$ cat src/rtl/stream_buffer_fifo.sv
// Valid/ready stream FIFO (DEPTH x WIDTH) with flush and occupancy; STREAM_BUFFER_BYPASS_EN adds an empty-queue bypass.
// Latency: 1 cycle from write to OUT_VALID (0 cycles through the bypass when enabled).
// Backpressure: IN_READY = !FULL, independent of OUT_READY; OUT_READY is ignored while empty.
module stream_buffer_fifo #(
  parameter int WIDTH = 2,
  parameter int DEPTH = 4,
  parameter int CNT_W = $clog2(DEPTH) + 1
) (
  input  logic             CLK,
  input  logic             RESET,
  input  logic             FLUSH,
  input  logic [WIDTH-1:0] IN_D,
  input  logic             IN_VALID,
  output logic             IN_READY,
  output logic [WIDTH-1:0] OUT_D,
  output logic             OUT_VALID,
  input  logic             OUT_READY,
  output logic [CNT_W-1:0] COUNT,
  output logic             FULL,
  output logic             EMPTY
);

  localparam int PTR_W = $clog2(DEPTH);

  logic [WIDTH-1:0] mem [DEPTH];
  logic [PTR_W-1:0] wr_ptr;
  logic [PTR_W-1:0] rd_ptr;
  logic [CNT_W-1:0] count_q;
  logic             wr_en;
  logic             rd_en;
  logic             bypass;

  assign FULL     = (count_q == CNT_W'(DEPTH));
  assign EMPTY    = (count_q == '0);
  assign COUNT    = count_q;
  assign IN_READY = !FULL;

`ifdef STREAM_BUFFER_BYPASS_EN
  // An empty queue hands the word straight through; it is never stored.
  assign bypass = EMPTY && IN_VALID && OUT_READY && !FLUSH && !RESET;
`else
  assign bypass = 1'b0;
`endif

  assign OUT_VALID = !EMPTY || bypass;

  always_comb begin
    OUT_D = '0;
    if (bypass)
      OUT_D = IN_D;
    else if (!EMPTY)
      OUT_D = mem[rd_ptr];
  end

  assign wr_en = IN_VALID && !FULL && !bypass;
  assign rd_en = OUT_READY && !EMPTY;

  always_ff @(posedge CLK) begin
    if (wr_en && !FLUSH)
      mem[wr_ptr] <= IN_D;
  end

  always_ff @(posedge CLK or posedge RESET) begin
    if (RESET) begin
      wr_ptr  <= '0;
      rd_ptr  <= '0;
      count_q <= '0;
    end else if (FLUSH) begin
      wr_ptr  <= '0;
      rd_ptr  <= '0;
      count_q <= '0;
    end else begin
      if (wr_en)
        wr_ptr <= wr_ptr + 1'b1;
      if (rd_en)
        rd_ptr <= rd_ptr + 1'b1;
      case ({wr_en, rd_en})
        2'b10:   count_q <= count_q + 1'b1;
        2'b01:   count_q <= count_q - 1'b1;
        default: count_q <= count_q;
      endcase
    end
  end

`ifndef SYNTHESIS
  // A refused word must be held steady by the producer.
  in_d_stable_a: assert property (@(posedge CLK) disable iff (RESET)
    (IN_VALID && !IN_READY) |=> (!IN_VALID || $stable(IN_D)));
  full_empty_a: assert property (@(posedge CLK) disable iff (RESET)
    !(FULL && EMPTY));
`endif

endmodule

$ cat config.mk
export PLATFORM = sky130hd
export DESIGN_NAME = stream_buffer_fifo
export DESIGN_NICKNAME = d
export VERILOG_FILES = /design/src/rtl/stream_buffer_fifo.sv
export SDC_FILE = /design/constraint.sdc
export NUM_CORES = 1
export LEC_CHECK = 0
export CORE_ASPECT_RATIO = 0.7
export CORE_MARGIN = 8
export CORE_UTILIZATION = 30
export DETAILED_ROUTE_END_ITERATION = 6
export GPL_TIMING_DRIVEN = 0
export SLEW_MARGIN = 15
export SYNTH_ARGS = -nofsm -noshare
export SYNTH_HDL_FRONTEND = slang
export SYNTH_SLANG_ARGS = --single-unit
$ cat constraint.sdc
create_clock -name CLK -period 2.8 [get_ports CLK]
set_input_delay 0.28 -clock CLK [delete_from_list [all_inputs] [get_ports CLK]]
set_output_delay 0.28 -clock CLK [all_outputs]
set_load 0.02 [all_outputs]
==> results of run 1 <==
## how the worst max path moves through the flow
stage | from | endpoint | slack (ns) | depth (start not counted)
after detailed placement | IN_VALID | COUNT[2] | 0.37 | 8
final | COUNT[0] | COUNT[2] | 0.50 | 7
after CTS | COUNT[0] | COUNT[2] | 0.50 | 7
after global routing | COUNT[0] | COUNT[2] | 0.34 | 7
after global placement | IN_VALID | COUNT[2] | 0.40 | 8
after floorplan | COUNT[0] | COUNT[2] | 0.59 | 7
## critical path, delay by kind of cell (launching register included)
| kind | cells | cell delay (ns) |
|---|---|---|
| AOI/OAI and AO/OA | 2 | 0.54 |
| and+or+nand+nor | 3 | 0.67 |
| DFF | 1 | 0.43 |
| adders and majority gates | 1 | 0.38 |
| buffers and inverters | 1 | 0.19 |
## per-layer routing
metal / up-vias / part of all wire [%]
li1: 309 / -
met1: 284 / 49
met2: 19 / 45
met3: 4 / 4.7
met4: 0 / 1.6
met5: - / 0
## stage by stage
step                area [um^2]  setup WS (ns)  std cells
finish                     1100          0.503        130
global route               1100          0.339        130
CTS                        1100          0.501        130
detailed placement         1050          0.373        126
global placement           1050          0.404        126
floorplan                   877          0.591         77
## flip-flops by register name, summed over array words and instances, names as in the netlist
| register | cells |
|---|---|
| mem | 8 |
| COUNT | 3 |
| wr_ptr | 2 |
| rd_ptr | 2 |
## cell usage after synthesis, types with 2 or more instances
master	number
xor2_1	2
mux4_2	2
buf_4	3
dfrtp_1	7
inv_1	7
edfxtp_1	8
a21oi_2	2
nor2b_1	2
buf_2	2
o2111ai_1	2
nand2_1	2
nor2_1	6
and2_1	4
nand3_1	4
ha_1	4
## final cells by class
type                            count  area share (%)
Timing Repair Buffer               13            11.8
Multi-Input combinational cell     49            35.9
Clock inverter                      1           0.456
Buffer                              5            2.96
Sequential cell                    15            37.8
Clock buffer                        3            3.76
Tap cell                           36            4.10
Inverter                            8            3.19
## power by group through the flow
stage / Combinational [mW] / Clock [mW] / Sequential (mW)
6_report: 0.181 / 0.177 / 0.263
5_1_grt: 0.199 / 0.193 / 0.266
4_1_cts: 0.183 / 0.184 / 0.264
3_5_place_dp: 0.182 / 0 / 0.268
3_3_place_gp: 0.179 / 0 / 0.268
2_1_floorplan: 0.111 / 0 / 0.270
## logic make-up after synthesis
| group | count (synthesis) | share of synthesized area (%) |
|---|---|---|
| AO/OA/AOI/OAI | 14 | 12.3 |
| XOR/XNOR | 3 | 3.00 |
| adder cells (fa/ha/maj) | 5 | 7.99 |
| buffers and inverters | 13 | 7.70 |
| flip-flops | 15 | 47.4 |
| multiplexers | 3 | 6.42 |
| AND/OR/NAND/NOR | 24 | 15.3 |
==> flow_metrics.env, run 1 <==
export IMPL_grt_max_degree=11
export IMPL_status="finished, final reports clean"
export IMPL_overflow=0
export IMPL_synth_area_leader_cell="edfxtp_1"
export IMPL_worst_pin_slew_ns=0.415
export IMPL_core_um2=2780
export IMPL_reg2reg_slack_ns=0.50
export IMPL_internal_power_uw=432
export IMPL_drive_above_1_share_pct=20.2
export IMPL_io_pins=16
export IMPL_min_period_ns=2.30
export IMPL_finalPower_uw=621
export IMPL_routed_via_density=4.74
export IMPL_first_iter_violations=18
export IMPL_cts_num_sinks=15
export IMPL_syn_avg_cell_area_um2=11.4
export IMPL_clockRootBuffer="clkbuf_8"
export IMPL_layout_commonest_cell="clkdlybuf4s50_1"
export IMPL_grtUsageMet2_pct=11.7
export IMPL_cts_made_buffers=3
export IMPL_hold_class="in2reg"
export IMPL_fin_crit_sh_pct=82.0
export IMPL_h_tree_depth=1
export IMPL_wl_per_cell_um=13.4
export IMPL_grt_pass1_wl_mm=3.00
export IMPL_synthTopCellsByArea="edfxtp_1, dfrtp_1, ha_1"
export IMPL_end_kind="register"
export IMPL_synth_async_sr_flop_share_pct=46.7
export IMPL_gp_congestion=0.730
export IMPL_criticalPathCategory="reg2reg"
export IMPL_start_kind="register"
export IMPL_hold_path_startpoint="FLUSH"
export IMPL_vias=616
export IMPL_diodes=0
export IMPL_p_sw_uw=189
export IMPL_die_w_um=80.6
export IMPL_synth_seq_area_share_pct=47.4
export IMPL_ys_ff_latch=15
export IMPL_cp_slowest_cell="dfrtp_1"
export IMPL_netlist_area_um2=877
export IMPL_grt_most_used_layer="met2"
export IMPL_finalSetupViolCount=0
export IMPL_combPwrFrac_pct=29.1
export IMPL_r2r_cells=7
export IMPL_slowest_delay_ns=0.43
export IMPL_hold_violations=0
export IMPL_slew_limit_headroom_pct=72.1
export IMPL_clkPwrFrac_pct=28.5
export IMPL_arrival_ns=2.46
export IMPL_whs_ns=0.258
export IMPL_synth_cell_types=35
export IMPL_insertion_delay_ns=0.25
export IMPL_final_cell_mix="clkdlybuf4s50_1, edfxtp_1, dfrtp_1, inv_1, nor2_1"
export IMPL_n_fill_cell=265
export IMPL_postLayoutCoreUtil_pct=39.5
export IMPL_synth_enable_flop_cells=8
export IMPL_cts_resized=0
export IMPL_synth_top_area_share_pct=27.4
export IMPL_postRouteAntennaNets=0
export IMPL_holdPathStages=2
export IMPL_maxSlewViolCount=0
export IMPL_path_clk_slew_ns=0.06
export IMPL_dr_pass1_iters=4
export IMPL_vdd_drop_max_mv=0.235
export IMPL_num_rows=16
export IMPL_antenna_found_initial=0
export IMPL_ff_latch_area_um2=415
export IMPL_fin_skew_ns=0.00280
export IMPL_wl_mm=1.74
export IMPL_multi_input_area_um2=394
export IMPL_cp_max_fo=10
export IMPL_holdBufCountCts=0
export IMPL_rr_startpoint="COUNT[0]"
export IMPL_die_area_um2=4940
export IMPL_swShare_pct=30.4
export IMPL_cts_tree="built"
export IMPL_grt_pass1_vias=615
export IMPL_io_buffers=13
export IMPL_die_y_um=61.2
export IMPL_seqPwrFrac_pct=42.4
export IMPL_cts_setup_buffers=0
export IMPL_clock_path_buffers=2
export IMPL_final_nets=107
export IMPL_worstPathRequired_ns=2.97
export IMPL_grtUsageMet3_pct=2.19
export IMPL_worstPathCellList="buf_4, o31ai_1, nor2_1, fa_1, nand2b_1, or4_1, a31oi_1"
export IMPL_p_leak_nw=0.429
export IMPL_use_met1_pct=10.3
export IMPL_cap_viol_max_count=0
export IMPL_rr_endpoint="COUNT[2]"
export IMPL_fmax_mhz=435
export IMPL_yosysWarnings=0
export IMPL_synth_cells=77
export IMPL_synthFlopType="edfxtp_1"
export IMPL_syn_to_final_growth_pct=25.2
export IMPL_start_util_pct=31.5
export IMPL_hold_path_endpoint="wr_ptr[0]"
export IMPL_fin_tns_setup_ns=0
export IMPL_hpwl_mm=1.37
export IMPL_power_density_nw_per_um2=565
export IMPL_rsz0062_at_grt="false"
export IMPL_syn_nets=89
export IMPL_grt_use_total_pct=7.99
export IMPL_drc=0
Note: power is estimated with default switching activity, not from simulation.
==> run 2: changes to the inputs <==
==> constraint.sdc (replaced) <==
create_clock -name CLK -period 2.2 [get_ports CLK]
set_input_delay 0.22 -clock CLK [delete_from_list [all_inputs] [get_ports CLK]]
set_output_delay 0.22 -clock CLK [all_outputs]
set_load 0.02 [all_outputs]
==> flow_metrics.env, run 2 (synthesis results as in run 1) <==
export IMPL_status="finished, final reports clean"
export IMPL_die_w_um=80.6
export IMPL_finalSetupViolCount=0
export IMPL_wl_per_cell_um=13.8
export IMPL_crit_start="COUNT[1]"
export IMPL_start_util_pct=31.5
export IMPL_cts_made_buffers=3
export IMPL_overflow=0
export IMPL_fin_crit_sh_pct=94.7
export IMPL_clockRootBuffer="clkbuf_8"
export IMPL_die_area_um2=4940
export IMPL_postLayoutCoreUtil_pct=41.1
export IMPL_grt_max_degree=11
export IMPL_r2r_cells=7
export IMPL_fmax_mhz=480
export IMPL_grt_use_total_pct=8.03
export IMPL_grtUsageMet2_pct=11.5
export IMPL_use_met1_pct=9.91
export IMPL_path_clk_slew_ns=0.06
export IMPL_design_area_um2=1140
export IMPL_drive_above_1_share_pct=27.8
export IMPL_gp_congestion=0.689
export IMPL_io_buffers=13
export IMPL_vias=643
export IMPL_fin_cells=133
export IMPL_grt_pass1_vias=612
export IMPL_dr_pass1_iters=4
export IMPL_hold_class="in2reg"
export IMPL_slowest_delay_ns=0.40
export IMPL_cp_slowest_cell="dfrtp_1"
export IMPL_hold_violations=0
export IMPL_rr_startpoint="COUNT[1]"
export IMPL_holdBufCountCts=0
export IMPL_p_leak_nw=0.446
export IMPL_worstPathCellList="buf_4, o31ai_4, nor2_2, fa_2, nand2b_1, or4_1, a31oi_1"
export IMPL_worst_pin_slew_ns=0.379
export IMPL_power_density_nw_per_um2=710
export IMPL_grt_pass1_wl_mm=2.93
export IMPL_maxSlewViolCount=0
export IMPL_postRouteAntennaNets=0
export IMPL_dpl_cell_area_um2=1060
export IMPL_vdd_drop_max_mv=0.287
export IMPL_criticalPathCategory="reg2reg"
export IMPL_final_cell_mix="clkdlybuf4s50_1, edfxtp_1, inv_1, dfrtp_1, buf_4"
export IMPL_first_iter_violations=22
export IMPL_final_nets=110
export IMPL_start_kind="register"
export IMPL_grtUsageMet3_pct=2.77
export IMPL_clock_path_buffers=2
export IMPL_cts_num_sinks=15
export IMPL_end_kind="register"
export IMPL_die_y_um=61.2
export IMPL_antenna_found_initial=0
export IMPL_io_pins=16
export IMPL_core_um2=2780
export IMPL_h_tree_depth=1
export IMPL_place_inst=126
export IMPL_drc=0
export IMPL_min_period_ns=2.08
export IMPL_rsz0062_at_grt="false"
export IMPL_crit_end="COUNT[2]"
export IMPL_layout_commonest_cell="clkdlybuf4s50_1"
export IMPL_wl_mm=1.83
export IMPL_arrival_ns=2.25
export IMPL_cp_max_fo=9
export IMPL_holdPathStages=2
export IMPL_worstPathRequired_ns=2.37
export IMPL_rr_endpoint="COUNT[2]"
export IMPL_diodes=0
export IMPL_cts_tree="built"
export IMPL_grt_most_used_layer="met2"
export IMPL_reg2reg_slack_ns=0.12
export IMPL_num_rows=16
export IMPL_insertion_delay_ns=0.25
export IMPL_top_register="mem"
export IMPL_largest_register_ffs=8
export IMPL_hpwl_mm=1.34
export IMPL_syn_to_final_growth_pct=30.5
export IMPL_fin_skew_ns=0.00156
export IMPL_cap_viol_max_count=0
export IMPL_routed_via_density=4.83
export IMPL_slew_limit_headroom_pct=74.4
## run 2: cell count changes in the layout (fill, tap and decap cells not counted), sizes merged
cell | previous run | this run
clkdlybuf4s50 | 13 | 12
buf | 5 | 8
dlygate4sd2 | 0 | 1
## run 2: worst min-delay path by stage
stage / to / from
6_report: wr_ptr[1] / FLUSH
5_1_grt: wr_ptr[1] / FLUSH
4_1_cts: wr_ptr[1] / FLUSH
3_5_place_dp: wr_ptr[1] / FLUSH
3_3_place_gp: wr_ptr[1] / FLUSH
2_1_floorplan: COUNT[0] / RESET
## run 2: layout make-up
| type | instances | area, um^2 |
|---|---|---|
| fill | 274 | 1640 |
| multi-input combinational | 49 | 418 |
| sequential | 15 | 417 |
| timing repair buffer | 16 | 151 |
| tap | 36 | 45.0 |
| clock buffer | 3 | 41.3 |
| inverter | 8 | 35.0 |
| buffer | 5 | 32.5 |
| clock inverter | 1 | 5.00 |
## run 2: report_power, final
| group | total (mW) | internal [mW] | switching, mW |
|---|---|---|---|
| Clock | 0.222 | 0.125 | 0.0964 |
| Combinational | 0.255 | 0.124 | 0.130 |
| Sequential | 0.336 | 0.315 | 0.0208 |
| Total | 0.812 | 0.565 | 0.248 |
## run 2: worst max-delay path: cells and delay by family, from the launching register on
family | cells | cell delay [ns]
simple gates | 3 | 0.62
buf+inv | 1 | 0.18
fa+ha+maj | 1 | 0.34
compound gates | 2 | 0.46
flops | 1 | 0.40
## run 2: stage by stage
step	setup slack (ns)	TNS (ns)	total power [mW]	hold WS (ns)
finish	0.117	0	0.812	0.205
global placement	-0.128	-0.128	0.571	0.454
detailed placement	-0.159	-0.159	0.577	0.464
CTS	0.0285	0	0.810	0.199
floorplan	0.0430	0	0.487	0.0234
global route	0.0146	0	0.862	0.203
## run 2: repair_timing
action | in CTS | in global routing
gates resized for setup | 3 | 3
buffers inserted | 0 | 3
pin swaps | 1 | 2
setup endpoints to repair | 3 | 2
cloned | 0 | 0
## run 2: layer usage
layer / up-vias / routed length, um
met5: - / 0
met4: 0 / 36
met3: 4 / 114
met2: 20 / 846
met1: 306 / 832
li1: 313 / -
